File: src/rtl/pll_phase_stepper_pkg.sv
// Shared definitions for the ECP5 EHXPLLL fine-phase stepper.
//  - state_e     : sequencer states
//  - SEL_*       : PHASESEL encodings of the four PLL outputs
//  - DIR_*       : PHASEDIR encodings (lag = +1 per step, lead = -1 per step)
//  - max_int     : elaboration-time helper for sizing the shared cycle counter
package pll_phase_stepper_pkg;

    typedef enum logic [2:0] {
        ST_IDLE,
        ST_SETUP,
        ST_PULSE,
        ST_SETTLE,
        ST_WAIT_LOCK,
        ST_DONE
    } state_e;

    localparam logic [1:0] SEL_CLKOP  = 2'd0;
    localparam logic [1:0] SEL_CLKOS  = 2'd1;
    localparam logic [1:0] SEL_CLKOS2 = 2'd2;
    localparam logic [1:0] SEL_CLKOS3 = 2'd3;

    localparam logic DIR_LAG  = 1'b0;
    localparam logic DIR_LEAD = 1'b1;

    localparam int NUM_OUTPUTS = 4;

    function automatic int max_int(input int a, input int b);
        return (a > b) ? a : b;
    endfunction

endpackage

File: src/rtl/pll_phase_stepper_lock_sync_filter.sv
// Lock monitor: brings the asynchronous PLL LOCK into the fabric clock domain
// and counts consecutive cycles of synchronized lock.
// Ports:
//  clock, reset : fabric clock, synchronous active-high reset
//  async_in     : raw PLL LOCK
//  clr          : restart the consecutive-lock count
//  synced       : LOCK after a 2-FF synchronizer
//  stable       : synced has been high for LOCK_STABLE consecutive cycles
module lock_sync_filter #(
    parameter int LOCK_STABLE = 64
) (
    input  logic clock,
    input  logic reset,
    input  logic async_in,
    input  logic clr,
    output logic synced,
    output logic stable
);

    localparam int CW = $clog2(LOCK_STABLE + 1);

    logic          meta;
    logic [CW-1:0] count;

    // NOTE: clocked state uses non-blocking assignments so meta -> synced
    // forms two real flops instead of collapsing into one.
    always_ff @(posedge clock) begin
        if (reset) begin
            meta   <= 1'b0;
            synced <= 1'b0;
            count  <= '0;
        end else begin
            meta   <= async_in;
            synced <= meta;
            if (clr || !synced) begin
                count <= '0;
            end else if (count != CW'(LOCK_STABLE)) begin
                // Saturate so a long lock does not wrap back below threshold.
                count <= count + CW'(1);
            end
        end
    end

    assign stable = (count == CW'(LOCK_STABLE));

endmodule

File: src/rtl/pll_phase_stepper.sv
// Sequencer for ECP5 EHXPLLL dynamic fine-phase adjust.
// Accepts "move output N by K steps in direction D" requests, drives
// PHASESEL/PHASEDIR setup, emits active-low PHASESTEP pulses, waits for
// re-lock and keeps a per-output phase offset table.
// Ports:
//  clock, reset      : fabric clock, synchronous active-high reset
//  req_valid/ready   : request handshake (ready only in IDLE, after done)
//  req_sel/dir/steps : target output, direction, number of steps
//  busy, done, err   : status; err qualifies the one-cycle done pulse
//  phase_pos         : packed per-output offsets, field i = [i*POS_W +: POS_W]
//  pll_locked        : raw PLL LOCK (asynchronous)
//  pll_phasesel/dir/step : to the EHXPLLL dynamic phase pins
module pll_phase_stepper
    import pll_phase_stepper_pkg::*;
#(
    parameter int STEP_W       = 8,
    parameter int SETUP_CYC    = 4,
    parameter int PULSE_CYC    = 4,
    parameter int SETTLE_CYC   = 16,
    parameter int LOCK_STABLE  = 64,
    parameter int LOCK_TIMEOUT = 4096,
    parameter int PHASE_MOD    = 48,
    parameter int POS_W        = 6
) (
    input  logic                     clock,
    input  logic                     reset,
    input  logic                     req_valid,
    output logic                     req_ready,
    input  logic [1:0]               req_sel,
    input  logic                     req_dir,
    input  logic [STEP_W-1:0]        req_steps,
    output logic                     busy,
    output logic                     done,
    output logic                     err,
    output logic [4*POS_W-1:0]       phase_pos,
    input  logic                     pll_locked,
    output logic [1:0]               pll_phasesel,
    output logic                     pll_phasedir,
    output logic                     pll_phasestep
);

    localparam int CNT_MAX = max_int(max_int(SETUP_CYC, PULSE_CYC),
                                     max_int(SETTLE_CYC, LOCK_TIMEOUT));
    localparam int CNT_W   = $clog2(CNT_MAX + 1);

    localparam logic [CNT_W-1:0] SETUP_LAST   = CNT_W'(SETUP_CYC - 1);
    localparam logic [CNT_W-1:0] PULSE_LAST   = CNT_W'(PULSE_CYC - 1);
    localparam logic [CNT_W-1:0] SETTLE_LAST  = CNT_W'(SETTLE_CYC - 1);
    localparam logic [CNT_W-1:0] TIMEOUT_LAST = CNT_W'(LOCK_TIMEOUT - 1);
    localparam logic [POS_W-1:0] POS_LAST     = POS_W'(PHASE_MOD - 1);

    state_e              state, next_state;
    logic [CNT_W-1:0]    cnt;
    logic [STEP_W-1:0]   remaining;
    logic [POS_W-1:0]    pos_q [NUM_OUTPUTS];
    logic [POS_W-1:0]    cur_pos, next_pos;
    logic                lock_lost, timed_out;
    logic                lock_synced, lock_stable;
    logic                accept, pulse_end, timeout_hit, stepping;

    lock_sync_filter #(
        .LOCK_STABLE (LOCK_STABLE)
    ) u_lock (
        .clock    (clock),
        .reset    (reset),
        .async_in (pll_locked),
        .clr      (state != ST_WAIT_LOCK),
        .synced   (lock_synced),
        .stable   (lock_stable)
    );

    // Holding ready low during the done cycle keeps a request that was held
    // through busy from being taken before done has pulsed.
    assign req_ready   = (state == ST_IDLE) && !done;
    assign accept      = req_valid && req_ready;
    assign stepping    = (state == ST_SETUP) || (state == ST_PULSE) || (state == ST_SETTLE);
    assign pulse_end   = (state == ST_PULSE) && (cnt == PULSE_LAST);
    assign timeout_hit = (state == ST_WAIT_LOCK) && !lock_stable && (cnt == TIMEOUT_LAST);

    always_ff @(posedge clock) begin
        if (reset) state <= ST_IDLE;
        else       state <= next_state;
    end

    // NOTE: every combinational output gets a default first, so no branch can
    // leave it unassigned and infer a latch.
    always_comb begin
        next_state = state;
        unique case (state)
            ST_IDLE:      if (accept) next_state = (req_steps == '0) ? ST_DONE : ST_SETUP;
            ST_SETUP:     if (cnt == SETUP_LAST) next_state = ST_PULSE;
            ST_PULSE:     if (cnt == PULSE_LAST) next_state = ST_SETTLE;
            // remaining was already decremented at the end of the pulse.
            ST_SETTLE:    if (cnt == SETTLE_LAST)
                              next_state = (remaining == '0) ? ST_WAIT_LOCK : ST_PULSE;
            ST_WAIT_LOCK: if (lock_stable || cnt == TIMEOUT_LAST) next_state = ST_DONE;
            ST_DONE:      next_state = ST_IDLE;
            default:      next_state = ST_IDLE;
        endcase
    end

    // Modular step of the selected output's offset.
    always_comb begin
        cur_pos  = pos_q[pll_phasesel];
        next_pos = cur_pos;
        if (pll_phasedir == DIR_LAG) next_pos = (cur_pos == POS_LAST) ? '0 : cur_pos + POS_W'(1);
        else                         next_pos = (cur_pos == '0) ? POS_LAST : cur_pos - POS_W'(1);
    end

    always_ff @(posedge clock) begin
        if (reset) begin
            cnt           <= '0;
            remaining     <= '0;
            lock_lost     <= 1'b0;
            timed_out     <= 1'b0;
            busy          <= 1'b0;
            done          <= 1'b0;
            err           <= 1'b0;
            pll_phasesel  <= SEL_CLKOP;
            pll_phasedir  <= DIR_LAG;
            pll_phasestep <= 1'b1;
            // NOTE: the offset table is reset along with everything else: the
            // owner resets the PLL too, so stale offsets would be wrong.
            for (int i = 0; i < NUM_OUTPUTS; i++) pos_q[i] <= '0;
        end else begin
            // Shared counter: cycles spent in the current state, 0 on entry.
            if (next_state != state || state == ST_IDLE || state == ST_DONE) cnt <= '0;
            else                                                           cnt <= cnt + CNT_W'(1);

            // Registered from next_state so PHASESTEP is glitch-free and
            // aligned with the PULSE state.
            pll_phasestep <= (next_state != ST_PULSE);

            done <= (state == ST_DONE);
            err  <= (state == ST_DONE) && (lock_lost || timed_out);

            if (accept) begin
                busy         <= 1'b1;
                pll_phasesel <= req_sel;
                pll_phasedir <= req_dir;
                remaining    <= req_steps;
                lock_lost    <= 1'b0;
                timed_out    <= 1'b0;
            end else begin
                if (state == ST_DONE)           busy      <= 1'b0;
                if (stepping && !lock_synced)   lock_lost <= 1'b1;
                if (timeout_hit)                timed_out <= 1'b1;
                if (pulse_end) begin
                    remaining             <= remaining - STEP_W'(1);
                    pos_q[pll_phasesel]   <= next_pos;
                end
            end
        end
    end

    always_comb begin
        phase_pos = '0;
        for (int i = 0; i < NUM_OUTPUTS; i++) phase_pos[i*POS_W +: POS_W] = pos_q[i];
    end

endmodule
File: config.mk
export PLATFORM = sky130hd
export DESIGN_NAME = pll_phase_stepper
export DESIGN_NICKNAME = d
export VERILOG_FILES = /design/src/rtl/pll_phase_stepper_pkg.sv /design/src/rtl/pll_phase_stepper_lock_sync_filter.sv /design/src/rtl/pll_phase_stepper.sv
export SDC_FILE = /design/constraint.sdc
export NUM_CORES = 1
export LEC_CHECK = 0
export CAP_MARGIN = 20
export CORE_MARGIN = 4
export CORE_UTILIZATION = 55
export CTS_CLUSTER_SIZE = 8
export DETAILED_ROUTE_END_ITERATION = 10
export PLACE_DENSITY = 0.8
export SLEW_MARGIN = 25
export SYNTH_ARGS = -nofsm -noshare
export SYNTH_HDL_FRONTEND = slang
export SYNTH_SLANG_ARGS = --single-unit
File: constraint.sdc
create_clock -name clock -period 3.2 [get_ports clock]
set_input_delay 0.64 -clock clock [delete_from_list [all_inputs] [get_ports clock]]
set_output_delay 0.64 -clock clock [all_outputs]
set_load 0.1 [all_outputs]
==> key figures, run 1 <==
Drt
  • Initial DRC count: 179
  • DR DRC count: 0
  • Avg WL per Cell: roughly 15 um
  • Initial DRT Pass Iterations: 5
  • Vias: 2656
  • ANT nets after route: 0
  • Avg Vias per Cell: around 5.7
  • Routed WL: 7120 um

Die
  • Die width: between 80 and 90 um
  • # IOs: 47
  • Site Rows: 28
  • Core ar.: 5960 um2
  • Die area: 7510 um2
  • Initial core utilization: 0.571
  • Die Y: 86.7 um

GRT
  • Initial antenna violation count: 0
  • GRT Total Usage: 0.207
  • First-pass GRT wire length: 12000 um
  • Vias in the first global route: 2591
  • GRT overflow: 0
  • Largest net degree at the start of global routing: 28

STA
  • Final Cycle Share: 0.798
  • Final setup vio count: 0
  • Final Hold Viols: 0
  • Setup TNS: 0 ns
  • FMAX: 391 MHz
  • Final hold slack: 0.450 ns
  • Worst slew pin tran: approximately 0.60 ns
  • RSZ-0062 raised after global routing: false
  • Fin Clk Skew: 0.00921 ns
  • Slew Limit Fails: 0
  • Minimum clock period: 2.55 ns
  • Slew margin rel.: 0.593

Worst setup path
  • WP data arrival: 2.59 ns
  • Req. time, crit path: 3.23 ns
  • Worst r2r dst: pos_q[0][1]$_SDFFCE_PN0P_
  • Setup Crit Path Kind: reg2reg
  • CP startpoint kind: flop
  • Critical path fanouts, max: 7
  • Worst r2r src: cnt[0]$_SDFF_PP0_
  • Reg2reg path depth: 6
  • Reg2reg setup slack: 0.65 ns
  • Worst setup EP type: flop

Finish
  • Layout cells sized above 1: 0.189
  • Ant diodes: 0
  • Final Cell Area: 3980 um2
  • Non-Filler Instances: 467
  • Layout Nets: 410
  • Area growth from synthesis to final layout: 16.9%
  • Fillers: 494

Power
  • Switching share of power: 0.299
  • Internal power: 1.31 mW
  • Worst IR Drop VDD: 0.000262 V
  • Share of power burned in registers: 0.505
  • Total design power: 1.87 mW
  • Clock Power Share: 0.330
  • P_sw: roughly 0.56 mW
  • Comb power frac: 0.165
  • PwrDens: about 470 nW/um2
  • Lkg Pwr: 1.47 nW

Yosys
  • Largest area contributor in the netlist: dfxtp_1
  • Synth top area cells: dfxtp_1 (26%), edfxtp_1 (21%), nor2_1 (5.7%)
  • Commonest cells post-synth: nor2_1 (52), dfxtp_1 (44), nand2_1 (28)
  • Mapped cell area: 3400 um2
  • Register area share after synthesis: 0.471
  • Number of flops mapped to enable cells by yosys: 24
  • Syn_nets: 365
  • Async S/R FF share, synth: 0
  • Distinct cells, synth: 60
  • Top cell type's share of synthesized area: 0.259
  • Main flop type after synthesis: dfxtp_1
  • Synth warnings: 0
  • Count of mapped cells out of synthesis: 342
  • Mapped Avg Cell Area: 9.95 um2
  • Most common cell in the netlist: nor2_1
  • #FFs+latches synth: 68

Hold path
  • Worst Hold Class: reg2reg
  • Worst Min Path Start: u_lock.meta$_SDFF_PP0_
  • Hold path endpoint: u_lock.synced$_SDFF_PP0_
  • Hold Path Depth: 1

Clocking
  • CTS root buf: clkbuf_8
  • TritonCTS Buffers: 9
  • CTS Sinks: between 60 and 70
  • Number of gates resized after CTS: 0
  • CTS Buffer Depth: 2
  • Cts hold-fix bufs: 0
  • Latest clock arrival within the worst-skew pair: ~0.35 ns
  • Clock transition at path regs: 0.07 ns
  • Post-CTS setup buffers: 0
  • CTS tree: yes
  • # H-tree levels: 3

Place
  • Post-DP HPWL: 5480 um
  • Dpl cells: 451
  • Port bufs: 46
  • Dpl cell area: 3810 um2
  • Placer Congestion: approximately 0.8

Run status
  • Run status: completed

Run
  • MaxCap Viol Count: 0
critical path, stage by stage (launching register included):
cell	delay, ns
dfxtp_1	0.35
ha_1	0.26
nor4b_4	0.27
nand4_2	0.18
or3_4	0.43
or3_1	0.42
or2b_1	0.32
cells in the final DEF, fill, tap and decap left out, types with 14 or more instances in the layout:
cell type / n
buf_4: 36
xnor2_1: 16
clkdlybuf4s50_1: 14
nor3_1: 15
edfxtp_1: 24
nor2_1: 52
nand3_1: 14
nand2_1: 28
inv_1: 14
dfxtp_1: 44
power by group through the flow:
stage / Combinational [mW] / Sequential, mW / Clock, mW
6_report: 0.309 / 0.945 / 0.618
5_1_grt: 0.329 / 0.949 / 0.671
4_1_cts: 0.310 / 0.945 / 0.629
3_5_place_dp: 0.309 / 0.964 / 0
3_3_place_gp: 0.305 / 0.963 / 0
2_1_floorplan: 0.144 / 1.05 / 0
worst max path at each step:
| stage | start | to | slack (ns) | cells past startpoint |
|---|---|---|---|---|
| 4_1_cts | cnt[0]$_SDFF_PP0_ | pos_q[0][1]$_SDFFCE_PN0P_ | 0.64 | 6 |
| 2_1_floorplan | done$_SDFF_PP0_ | cnt[10]$_SDFF_PP0_ | 0.34 | 6 |
| 3_3_place_gp | reset | pos_q[0][4]$_SDFFCE_PN0P_ | 0.62 | 4 |
| 6_report | cnt[0]$_SDFF_PP0_ | pos_q[0][1]$_SDFFCE_PN0P_ | 0.65 | 6 |
| 5_1_grt | flop | pos_q[0][1]$_SDFFCE_PN0P_ | 0.49 | 7 |
| 3_5_place_dp | reset | pos_q[0][1]$_SDFFCE_PN0P_ | 0.60 | 4 |
stage by stage:
step	utilization	worst slack [ns]
after floorplan	-	0.342
after global placement	0.639	0.624
after detailed placement	0.639	0.602
after CTS	0.668	0.635
after global routing	0.668	0.488
final	0.668	0.646
registers in the layout, summed over array words and instances, names as in the netlist, named ones only:
register,cells
pos_q,24
cnt,13
remaining,8
u_lock.count,7
state,3
pll_phasesel,2
busy,1
done,1
err,1
lock_lost,1
pll_phasedir,1
pll_phasestep,1
timed_out,1
u_lock.meta,1
u_lock.synced,1
area by class of cell:
class                           count  area, um2  share of cell area
Inverter                           14       52.6              0.0132
Clock inverter                      4       26.3             0.00661
Sequential cell                    68       1600               0.403
Timing Repair Buffer               50        410               0.103
Clock buffer                       12        145              0.0365
Tap cell                           75       93.8              0.0236
Multi-Input combinational cell    244       1650               0.414
routing by layer:
layer / vias up / GRT usage / part of all wire
met5: - / 0 / 0
met2: 84 / 0.321 / 0.46
met3: 12 / 0.0456 / 0.071
li1: 1311 / - / -
met4: 0 / 0.0864 / 0.022
met1: 1249 / 0.279 / 0.45
cell families after synthesis:
logic type,synth area share
AOI/OAI and AO/OA,0.107
muxes,0.0456
buffers and inverters,0.0496
adders and majority gates,0.0294
and+or+nand+nor,0.242
DFF,0.471
xor gates and xnor gates,0.0566
(Power assumes the default switching activity.)
==> run 2, diff against run 1 <==
Settings changed: CORE_UTILIZATION 55 to 49, PLACE_DENSITY 0.8 to 0.75.
Clock period 3.2 ns to 2.2 ns, I/O delays scaled along.
==> run 2 against run 1 <==
Clock power grew 75%; final cell count rose by 6.9%; first-iteration DRC count down 12%; maximum frequency increased by 17%; clock-buffer cell count is 2 lower; wire length rose by 11%; total power increased by 58%; via count is 4.4% higher; flip-flop and latch count did not move; sequential power grew 45%.
==> key figures, run 2 (synthesis gave the netlist of run 1 again) <==
Power
  • Lkg Pwr: 1.65 nW (+12%)
  • Share of power burned in registers: 0.463 (-0.042)
  • Internal power: 2.10 mW (+60%)
  • Worst IR Drop VDD: 0.000378 V (+44%)
  • Total design power: 2.96 mW (+58%)
  • PwrDens: 676 nW/um2 (+44%)
  • Clock Power Share: 0.363 (+0.033)
  • P_sw: 0.864 mW (+54%)
  • Switching share of power: 0.291 (-0.00755)
  • Comb power frac: 0.174 (+0.009)

Worst setup path
  • Req. time, crit path: 2.26 ns (-0.97 ns)
  • Crit path max-delay family: simple AND/OR/NAND/NOR gates
  • Critical path fanouts, max: 6 (-1)
  • WP data arrival: 2.24 ns (-0.35 ns)
  • CP bufs+invs: 0 (unchanged)
  • Crit-path max cell delay: 0.41 ns (-0.02 ns)
  • Critical-path cell list: ha_4 > nor4b_4 > nand4_2 > or3_4 > or3_4 > or2b_4
  • CP startpoint kind: flop
  • Worst setup EP type: flop
  • Slowest-stage cell, CP: or3_4
  • Setup Crit Path Kind: reg2reg
  • Crit path top cell by count: or3_4

Die
  • Die width: 91.3 um (+5.4%)
  • Core ar.: 6760 um2 (+13%)
  • Die Y: 91.3 um (+5.4%)
  • Die area: 8340 um2 (+11%)
  • Site Rows: 30 (+7.1%)
  • Initial core utilization: 0.504 (-0.0677)
  • # IOs: 47 (unchanged)

Clocking
  • CTS root buf: clkbuf_8
  • # H-tree levels: 3 (unchanged)
  • CTS tree: yes
  • Clock transition at path regs: 0.08 ns (about the same)
  • TritonCTS Buffers: 9 (unchanged)
  • CTS Buffer Depth: 2 (unchanged)
  • CTS Sinks: 68 (unchanged)
  • Latest clock arrival within the worst-skew pair: 0.35 ns (about the same)

STA
  • Fin Clk Skew: 0.00719 ns (-0.00203 ns)
  • Slew Limit Fails: 0 (unchanged)
  • FMAX: 458 MHz (+17%)
  • Final hold slack: 0.448 ns (-0.00269 ns)
  • Final setup vio count: 0 (unchanged)
  • Worst slew pin tran: 0.622 ns (+0.0176 ns)
  • Setup TNS: 0 ns (unchanged)
  • Slew margin rel.: 0.585 (-0.00856)
  • Final Cycle Share: 0.993 (+0.194)
  • RSZ-0062 raised after global routing: true
  • Final Hold Viols: 0 (unchanged)
  • Minimum clock period: 2.18 ns (-0.371 ns)

Drt
  • ANT nets after route: 0 (unchanged)
  • Initial DRT Pass Iterations: 4 (-1)
  • Initial DRC count: 157 (-12%)
  • Vias: 2772 (+4.4%)
  • WL met1: 3650 um (+15%)
  • DR DRC count: 0 (unchanged)
  • Routed WL: 7900 um (+11%)
  • Avg Vias per Cell: 5.56 (-2.3%)
  • Metal2 WL: 3680 um (+12%)
  • DR WL met3: 454 um (-9.9%)
  • Avg WL per Cell: 15.8 um (+3.8%)
  • Top sig layer: met4

Place
  • Dpl cells: 480 (+6.4%)
  • Post-DP HPWL: 5940 um (+8.5%)
  • Dpl cell area: 4120 um2 (+8.3%)
  • Placer Congestion: 0.844 (+5.3%)
  • Port bufs: 46 (unchanged)

GRT
  • First-pass GRT wire length: 12900 um (+7.3%)
  • Vias in the first global route: 2630 (+1.5%)
  • GRT Total Usage: 0.196 (-0.0111)
  • GRT overflow: 0 (unchanged)
  • Initial antenna violation count: 0 (unchanged)
  • Largest net degree at the start of global routing: 16 (-43%)

Finish
  • Commonest non-fill, non-tap cell in the layout: buf_4
  • Most flops, register: pos_q
  • Non-Filler Instances: 499 (+6.9%)
  • Area growth from synthesis to final layout: 28.7%
  • Most frequent cells in the layout: buf_4 (60), nor2_1 (51), dfxtp_1 (40)
  • Layout Nets: 437 (+6.6%)
  • Final Cell Area: 4380 um2 (+10%)
  • Top flop regs: pos_q (24), cnt (13), remaining (8)
  • Layout cells sized above 1: 0.294 (+0.105)
  • Ant diodes: 0 (unchanged)
  • Max reg flops: 24 (unchanged)

Hold path
  • Worst Hold Class: reg2reg

Run status
  • Run status: completed

Run
  • MaxCap Viol Count: 0 (unchanged)
## run 2: changes by cell type in the layout (fill, tap and decap cells not counted), moves of 2 or more
cell / delta
buf_12: +3
buf_4: +24
clkbuf_1: -2
clkinv_1: +2
dfxtp_1: -4
dfxtp_2: +3
ha_1: -3
ha_4: +3
inv_1: -2
inv_2: +2
nand2b_1: -2
nand2b_2: +2
nand3_1: -2
nand3_2: +2
## run 2: layer usage
metal	global-route usage	vias to the layer above
met5	0	-
met4	0.0678	0
met3	0.0481	10
met2	0.303	73
met1	0.267	1323
li1	-	1366
## run 2: power groups by stage
| stage | logic [mW] | clock network, mW | registers [mW] |
|---|---|---|---|
| floorplan | 0.236 | 0 | 1.53 |
| global placement | 0.501 | 0 | 1.40 |
| detailed placement | 0.507 | 0 | 1.40 |
| CTS | 0.512 | 1.09 | 1.37 |
| global route | 0.549 | 1.15 | 1.38 |
| finish | 0.516 | 1.08 | 1.37 |
## run 2: area by class of cell
class / instances / area [um2]
Clock inverter: 6 / 60.1
Fill cell: 543 / 2370
Inverter: 14 / 52.6
Multi-Input combinational cell: 244 / 1760
Tap cell: 80 / 100
Timing Repair Buffer: 77 / 651
Clock buffer: 10 / 149
Sequential cell: 68 / 1610
## run 2: what timing repair did
item / 4_1_cts / 5_1_grt
resized for setup: 1 / 7
pin swaps: 0 / 10
endpoints found under the setup margin: 7 / 37
hold buffers: 0 / 0
setup buffers: 1 / 2
## run 2: final timing paths
kind | startpoint | cells after the start | slack [ns] | endpoint
hold / removal | cnt[0]$_SDFF_PP0_ | 1 | 0.45 | cnt[0]$_SDFF_PP0_
setup reg to reg | cnt[1]$_SDFF_PP0_ | 6 | 0.02 | pos_q[0][0]$_SDFFCE_PN0P_
hold reg to reg | cnt[0]$_SDFF_PP0_ | 1 | 0.45 | cnt[0]$_SDFF_PP0_
setup / recovery | cnt[1]$_SDFF_PP0_ | 6 | 0.02 | pos_q[0][0]$_SDFFCE_PN0P_
## run 2: per-stage QoR
step | util | setup WS, ns
after floorplan | - | -0.314
after global placement | 0.610 | -0.0107
after detailed placement | 0.610 | -0.0118
after CTS | 0.643 | 0.00970
after global routing | 0.649 | -0.0696
final | 0.649 | 0.0162
